[src/rtl/decode_stage.sv]
// decode_stage: buffered instruction decode between fetch and execute.
// Instructions are decoded as they enter and the decoded result is held in a
// DEPTH-entry FIFO; a flush (taken branch) discards everything buffered.
// Optional macro DECODE_ILLEGAL_TRAP_EN: when defined, illegal instructions are
// replaced by a NOP in the buffer and flagged on the illegal output; when
// undefined, illegal is tied low and instructions pass through unmodified.
module decode_stage #(
  parameter int DEPTH = 2,
  parameter int XLEN  = 32
) (
  input  logic            clk,
  input  logic            reset,
  input  logic            flush,
  input  logic            in_valid,
  output logic            in_ready,
  input  logic [XLEN-1:0] pc_in,
  input  logic [31:0]     instr_in,
  output logic            out_valid,
  input  logic            out_ready,
  output logic [XLEN-1:0] pc_out,
  output logic [31:0]     instr_out,
  output logic [6:0]      opcode,
  output logic [4:0]      rd,
  output logic [2:0]      funct3,
  output logic [4:0]      rs1,
  output logic [4:0]      rs2,
  output logic [6:0]      funct7,
  output logic [XLEN-1:0] imm,
  output logic            illegal
);

  localparam int PTR_W = $clog2(DEPTH);
  localparam int CNT_W = $clog2(DEPTH + 1);
  localparam logic [CNT_W-1:0] DEPTH_C = CNT_W'(DEPTH);
  localparam logic [CNT_W-1:0] ONE_C   = CNT_W'(1);

  // Opcodes the stage recognises as legal; everything else is illegal.
  function automatic logic is_legal(input logic [31:0] ins);
    case (ins[6:0])
      7'b0010011, 7'b0000011, 7'b1100111, 7'b1110011,
      7'b0100011, 7'b1100011, 7'b0110111, 7'b0010111,
      7'b1101111, 7'b0110011, 7'b0001111: is_legal = 1'b1;
      default:                            is_legal = 1'b0;
    endcase
  endfunction

  // Format-correct immediate selected by opcode; formats without one give 0.
  function automatic logic [XLEN-1:0] imm_of(input logic [31:0] ins);
    case (ins[6:0])
      7'b0010011, 7'b0000011, 7'b1100111, 7'b1110011:
        imm_of = {{20{ins[31]}}, ins[31:20]};
      7'b0100011:
        imm_of = {{20{ins[31]}}, ins[31:25], ins[11:7]};
      7'b1100011:
        imm_of = {{19{ins[31]}}, ins[31], ins[7], ins[30:25], ins[11:8], 1'b0};
      7'b0110111, 7'b0010111:
        imm_of = {ins[31:12], 12'b0};
      7'b1101111:
        imm_of = {{11{ins[31]}}, ins[31], ins[19:12], ins[20], ins[30:21], 1'b0};
      default:
        imm_of = '0;
    endcase
  endfunction

  logic [XLEN-1:0] pc_mem    [DEPTH];
  logic [31:0]     instr_mem [DEPTH];
  logic [XLEN-1:0] imm_mem   [DEPTH];

  logic [PTR_W-1:0] wr_ptr_reg;
  logic [PTR_W-1:0] rd_ptr_reg;
  logic [CNT_W-1:0] count_reg;

  logic            push;
  logic            pop;
  logic [31:0]     instr_store;
  logic [XLEN-1:0] imm_store;

  assign in_ready  = (count_reg < DEPTH_C);
  assign out_valid = (count_reg != '0);
  // Flush wins: nothing offered or consumed in a flush cycle takes effect.
  assign push      = in_valid & in_ready & ~flush;
  assign pop       = out_valid & out_ready & ~flush;

`ifdef DECODE_ILLEGAL_TRAP_EN
  logic illegal_mem [DEPTH];
  logic illegal_in;

  assign illegal_in  = ~is_legal(instr_in);
  assign instr_store = illegal_in ? 32'h0000_0013 : instr_in;
  assign illegal     = illegal_mem[rd_ptr_reg];

  // Legality bit stored alongside the (possibly NOP-substituted) entry.
  always_ff @(posedge clk) begin
    if (push) illegal_mem[wr_ptr_reg] <= illegal_in;
  end
`else
  assign instr_store = instr_in;
  assign illegal     = 1'b0;
`endif

  assign imm_store = imm_of(instr_store);

  // Entry storage; contents need no reset since count gates visibility.
  always_ff @(posedge clk) begin
    if (push) begin
      pc_mem[wr_ptr_reg]    <= pc_in;
      instr_mem[wr_ptr_reg] <= instr_store;
      imm_mem[wr_ptr_reg]   <= imm_store;
    end
  end

  // Pointer and occupancy bookkeeping with flush taking priority.
  always_ff @(posedge clk or posedge reset) begin
    if (reset) begin
      wr_ptr_reg <= '0;
      rd_ptr_reg <= '0;
      count_reg  <= '0;
    end else if (flush) begin
      wr_ptr_reg <= '0;
      rd_ptr_reg <= '0;
      count_reg  <= '0;
    end else begin
      if (push) wr_ptr_reg <= wr_ptr_reg + 1'b1;
      if (pop)  rd_ptr_reg <= rd_ptr_reg + 1'b1;
      case ({push, pop})
        2'b10:   count_reg <= count_reg + ONE_C;
        2'b01:   count_reg <= count_reg - ONE_C;
        default: count_reg <= count_reg;
      endcase
    end
  end

  assign pc_out    = pc_mem[rd_ptr_reg];
  assign instr_out = instr_mem[rd_ptr_reg];
  assign imm       = imm_mem[rd_ptr_reg];
  assign opcode    = instr_out[6:0];
  assign rd        = instr_out[11:7];
  assign funct3    = instr_out[14:12];
  assign rs1       = instr_out[19:15];
  assign rs2       = instr_out[24:20];
  assign funct7    = instr_out[31:25];

endmodule

[config.mk]
export PLATFORM = sky130hd
export DESIGN_NAME = decode_stage
export DESIGN_NICKNAME = d
export VERILOG_FILES = /design/src/rtl/decode_stage.sv
export SDC_FILE = /design/constraint.sdc
export NUM_CORES = 1
export LEC_CHECK = 0
export BUFFER_PORTS_ARGS = -buffer_cell sky130_fd_sc_hd__buf_2
export CAP_MARGIN = 20
export CORE_MARGIN = 2
export CORE_UTILIZATION = 50
export CTS_CLUSTER_DIAMETER = 150
export CTS_CLUSTER_SIZE = 14
export DETAILED_ROUTE_END_ITERATION = 10
export MAX_ROUTING_LAYER = met4
export PLACE_DENSITY = 0.76
export SETUP_SLACK_MARGIN = 0.05
export SLEW_MARGIN = 20
export SYNTH_ARGS = -nofsm -noshare
export SYNTH_HDL_FRONTEND = slang
export SYNTH_SLANG_ARGS = --single-unit
[constraint.sdc]
create_clock -name clk -period 12.07 [get_ports clk]
set_input_delay 2.414 -clock clk [delete_from_list [all_inputs] [get_ports clk]]
set_output_delay 2.414 -clock clk [all_outputs]
set_load 0.01 [all_outputs]
==> qor.csv <==
stage,metric,value,unit
logic_synthesis,fraction of the yosys area taken by sequential cells,0.733,
worst_setup_path,capturing element type of the critical path,output port,
logic_synthesis,synthesized area per cell,17.7,µm²
worst_setup_path,required time of the worst setup path,9.66,ns
die,Initial Util,0.507,
timing,final hold slack,0.593,ns
timing,Clock Skews,0.0107,ns
logic_synthesis,"Cell Area, Synth",8000,µm²
worst_setup_path,series of cell instances along the critical path,buf_6 > mux2_2 > buf_2,
place,Post-Place Cells,815,
min_path,worst hold path class,reg -> reg,
place,PortBufs,198,
routing,number of vias after detailed routing,4443,
place,Post-Place Cell Area,8930,µm²
timing,number of failing setup endpoints in the final timing report,0,
die,Std-Cell Rows,46,
cts,clock-pin slew of the registers on the worst-case setup and hold paths,0.07,ns
cts,clk root buf,sky130_fd_sc_hd__clkbuf_16,
routing,sum of routed wire length over all layers,15400,µm
power_and_ir_drop,overall power,1.49,mW
final_layout,"count of placed standard cells in the final layout, fillers left out",848,
global_routing,GRT overflow,0,
logic_synthesis,largest cells by area after synthesis,"sky130_fd_sc_hd__edfxtp_1 72%, sky130_fd_sc_hd__mux2_2 14%, sky130_fd_sc_hd__buf_4 3.8%, sky130_fd_sc_hd__nand3_1 2.1%, sky130_fd_sc_hd__dfrtp_1 1.3%",
die,vertical die dimension,130,µm
cts,insertion delay of the later-clocked pin in the worst-skew pair,0.42,ns
global_routing,wire length of the first global-routing pass,23100,µm
final_layout,largest registers,"imm_mem (64), instr_mem (64), pc_mem (64)",
logic_synthesis,post-synthesis net count,520,
global_routing,number of global-route vias before repair,4489,
routing,First-pass DRT Iterations,4,
cts,clock sink count,196,
routing,DRC violation count after routing,0,
cts,TritonCTS clock tree,built,
logic_synthesis,portion of synthesized cell area occupied by the leading cell type,0.721,
cts,number of cells upsized or downsized after cts,0,
worst_setup_path,Critical-path top delay cell,sky130_fd_sc_hd__buf_6,
worst_setup_path,data arrival at the endpoint of the critical path,2.26,ns
die,width of the die,130,µm
die,number of primary I/O pins,200,
logic_synthesis,cell type with the highest aggregate area in the netlist,sky130_fd_sc_hd__edfxtp_1,
cts,number of H-tree branching levels,4,
timing,Fmax,0.214,GHz
routing,WL per Instance,18.2,µm
flow_run,Max-Cap Viols,0,
routing,Initial DRC Count,236,
place,pre-CTS setup slack,7.59,ns
final_layout,net total in the final layout,687,
worst_setup_path,largest fanout on the critical path,87,
worst_setup_path,family with the most delay on the worst path,buffers and inverters,
power_and_ir_drop,Power Dens Cells,156,nW/µm²
routing,post-route antenna net violation count,0,
worst_setup_path,slowest cell delay on critical path,0.62,ns
global_routing,antenna violations before repair,1,
timing,transition time at the pin with the least slew margin,0.956,ns
timing,Setup TNS Final,0,ns
worst_setup_path,worst path bufs/invs,2,
run_status,outcome,completed,
timing,Final min period,4.68,ns
final_layout,"top library cells by usage in the layout, fill and taps aside","198 x sky130_fd_sc_hd__buf_2, 192 x sky130_fd_sc_hd__edfxtp_1, 96 x sky130_fd_sc_hd__mux2_2",
global_routing,maximum number of pins on one net before global-route repair,88,
global_routing,GRT Util Overall,0.187,
power_and_ir_drop,leakage component of the power,3.56,nW
final_layout,"commonest non-fill, non-tap cell in the layout",sky130_fd_sc_hd__buf_2,
timing,RSZ-0062 raised after global routing,false,
final_layout,post-layout util,0.603,
logic_synthesis,"Distinct cells, synth",38,
logic_synthesis,number of instances in the synthesized netlist,451,
cts,number of hold buffers added after cts,0,
final_layout,number of filler instances in the final layout,1245,
logic_synthesis,Yosys warning count,0,
cts,number of buffers on the longest clock path,2,
timing,worst relative slew slack,0.362,
die,area of the core region,15800,µm²
final_layout,area growth from synthesis to final layout,18.8,%
place,Detail Placement HPWL,10100,µm
final_layout,total non-filler cell area in the finished layout,9510,µm²
timing,number of pins exceeding their max-slew limit in the final report,0,
cts,total setup buffers inserted after CTS,0,
final_layout,share of cells above drive strength 1,0.536,
place,weighted congestion reported at the end of routability-driven placement,0.781,
worst_setup_path,Setup CP Type,reg -> out,
worst_setup_path,CP startpoint kind,register,
timing,period utilisation layout,0.388,
cts,number of buffers inserted during clock tree synthesis,17,
routing,DR vias/cell,5.24,
worst_setup_path,r2r setup slk,10.14,ns
timing,final hold vios,0,
power_and_ir_drop,worst-case vdd ir drop,0.000108,V
logic_synthesis,number of synthesized register bits,196,
timing,final setup margin,7.39,ns
die,Die Outline Area,17000,µm²
[metal layers]
| layer | GRT usage | part of all wire | vias up |
|---|---|---|---|
| li1 | - | - | 2058 |
| met1 | 0.229 | 0.43 | 2230 |
| met2 | 0.307 | 0.51 | 144 |
| met3 | 0.0444 | 0.055 | 11 |
| met4 | 0.0651 | 0.0095 | 0 |
| met5 | - | 0 | - |
[worst paths after layout]
| path | from | end | cells after the start |
|---|---|---|---|
| worst max-delay path | rd_ptr_reg | opcode[6] | 3 |
| worst min-delay path | wr_ptr_reg | wr_ptr_reg | 2 |
| worst max register to register | count_reg[1] | instr_mem[1][8] | 3 |
| worst min register to register | wr_ptr_reg | wr_ptr_reg | 2 |
| max in group asynchronous | reset | rd_ptr_reg | 2 |
| min in group asynchronous | reset | count_reg[1] | 2 |
[worst reg2reg max path, cell delays in order, from the launching register on]
cell	delay (ns)
sky130_fd_sc_hd__dfrtp_1	0.44
sky130_fd_sc_hd__nand2b_1	0.28
sky130_fd_sc_hd__nor3b_2	0.22
sky130_fd_sc_hd__buf_4	0.55
[area by class of cell]
type	instances	area (µm²)	share of cell area
inverter	4	15.0	0.00158
tap	216	270	0.0284
antenna	1	2.50	0.000263
clock buffer	17	425	0.0448
clock inverter	15	139	0.0146
multi-input combinational	196	1750	0.184
timing repair buffer	203	1030	0.109
sequential	196	5870	0.617
[report_power, final]
group          switching, mW  internal (mW)  leakage [nW]  total [mW]
Clock                  0.237          0.303         0.279       0.540
Combinational         0.0916         0.0708          1.43       0.162
Sequential           0.00757          0.777          1.85       0.784
[cell usage after synthesis, drive strengths merged]
cell type	number
a21boi	6
a21o	1
a21oi	5
and3	2
and3b	2
and4b	1
and4bb	1
buf	54
clkbuf	1
clkinv	1
conb	1
dfrtp	4
edfxtp	192
inv	3
mux2	96
mux2i	2
nand2	4
nand2b	3
nand3	35
nand4	1
nand4b	1
nor2	3
nor2b	3
nor3	1
nor3b	2
o2111ai	2
o211ai	8
o21a	1
o21ai	3
o2bb2ai	8
o311ai	1
or2	1
xor2	2
[kinds of logic (layout without fill, tap and decap cells)]
| kind of cell | after synthesis | in the layout | synth area share |
|---|---|---|---|
| buffers and inverters | 59 | 239 | 0.0490 |
| flip-flops | 196 | 196 | 0.733 |
| AO/OA/AOI/OAI | 35 | 35 | 0.0338 |
| XOR/XNOR | 2 | 2 | 0.00219 |
| AND/OR/NAND/NOR | 60 | 60 | 0.0436 |
| other | 1 | 2 | 0.000469 |
| multiplexers | 98 | 98 | 0.138 |
No activity file was read; power rests on OpenSTA's default activity.
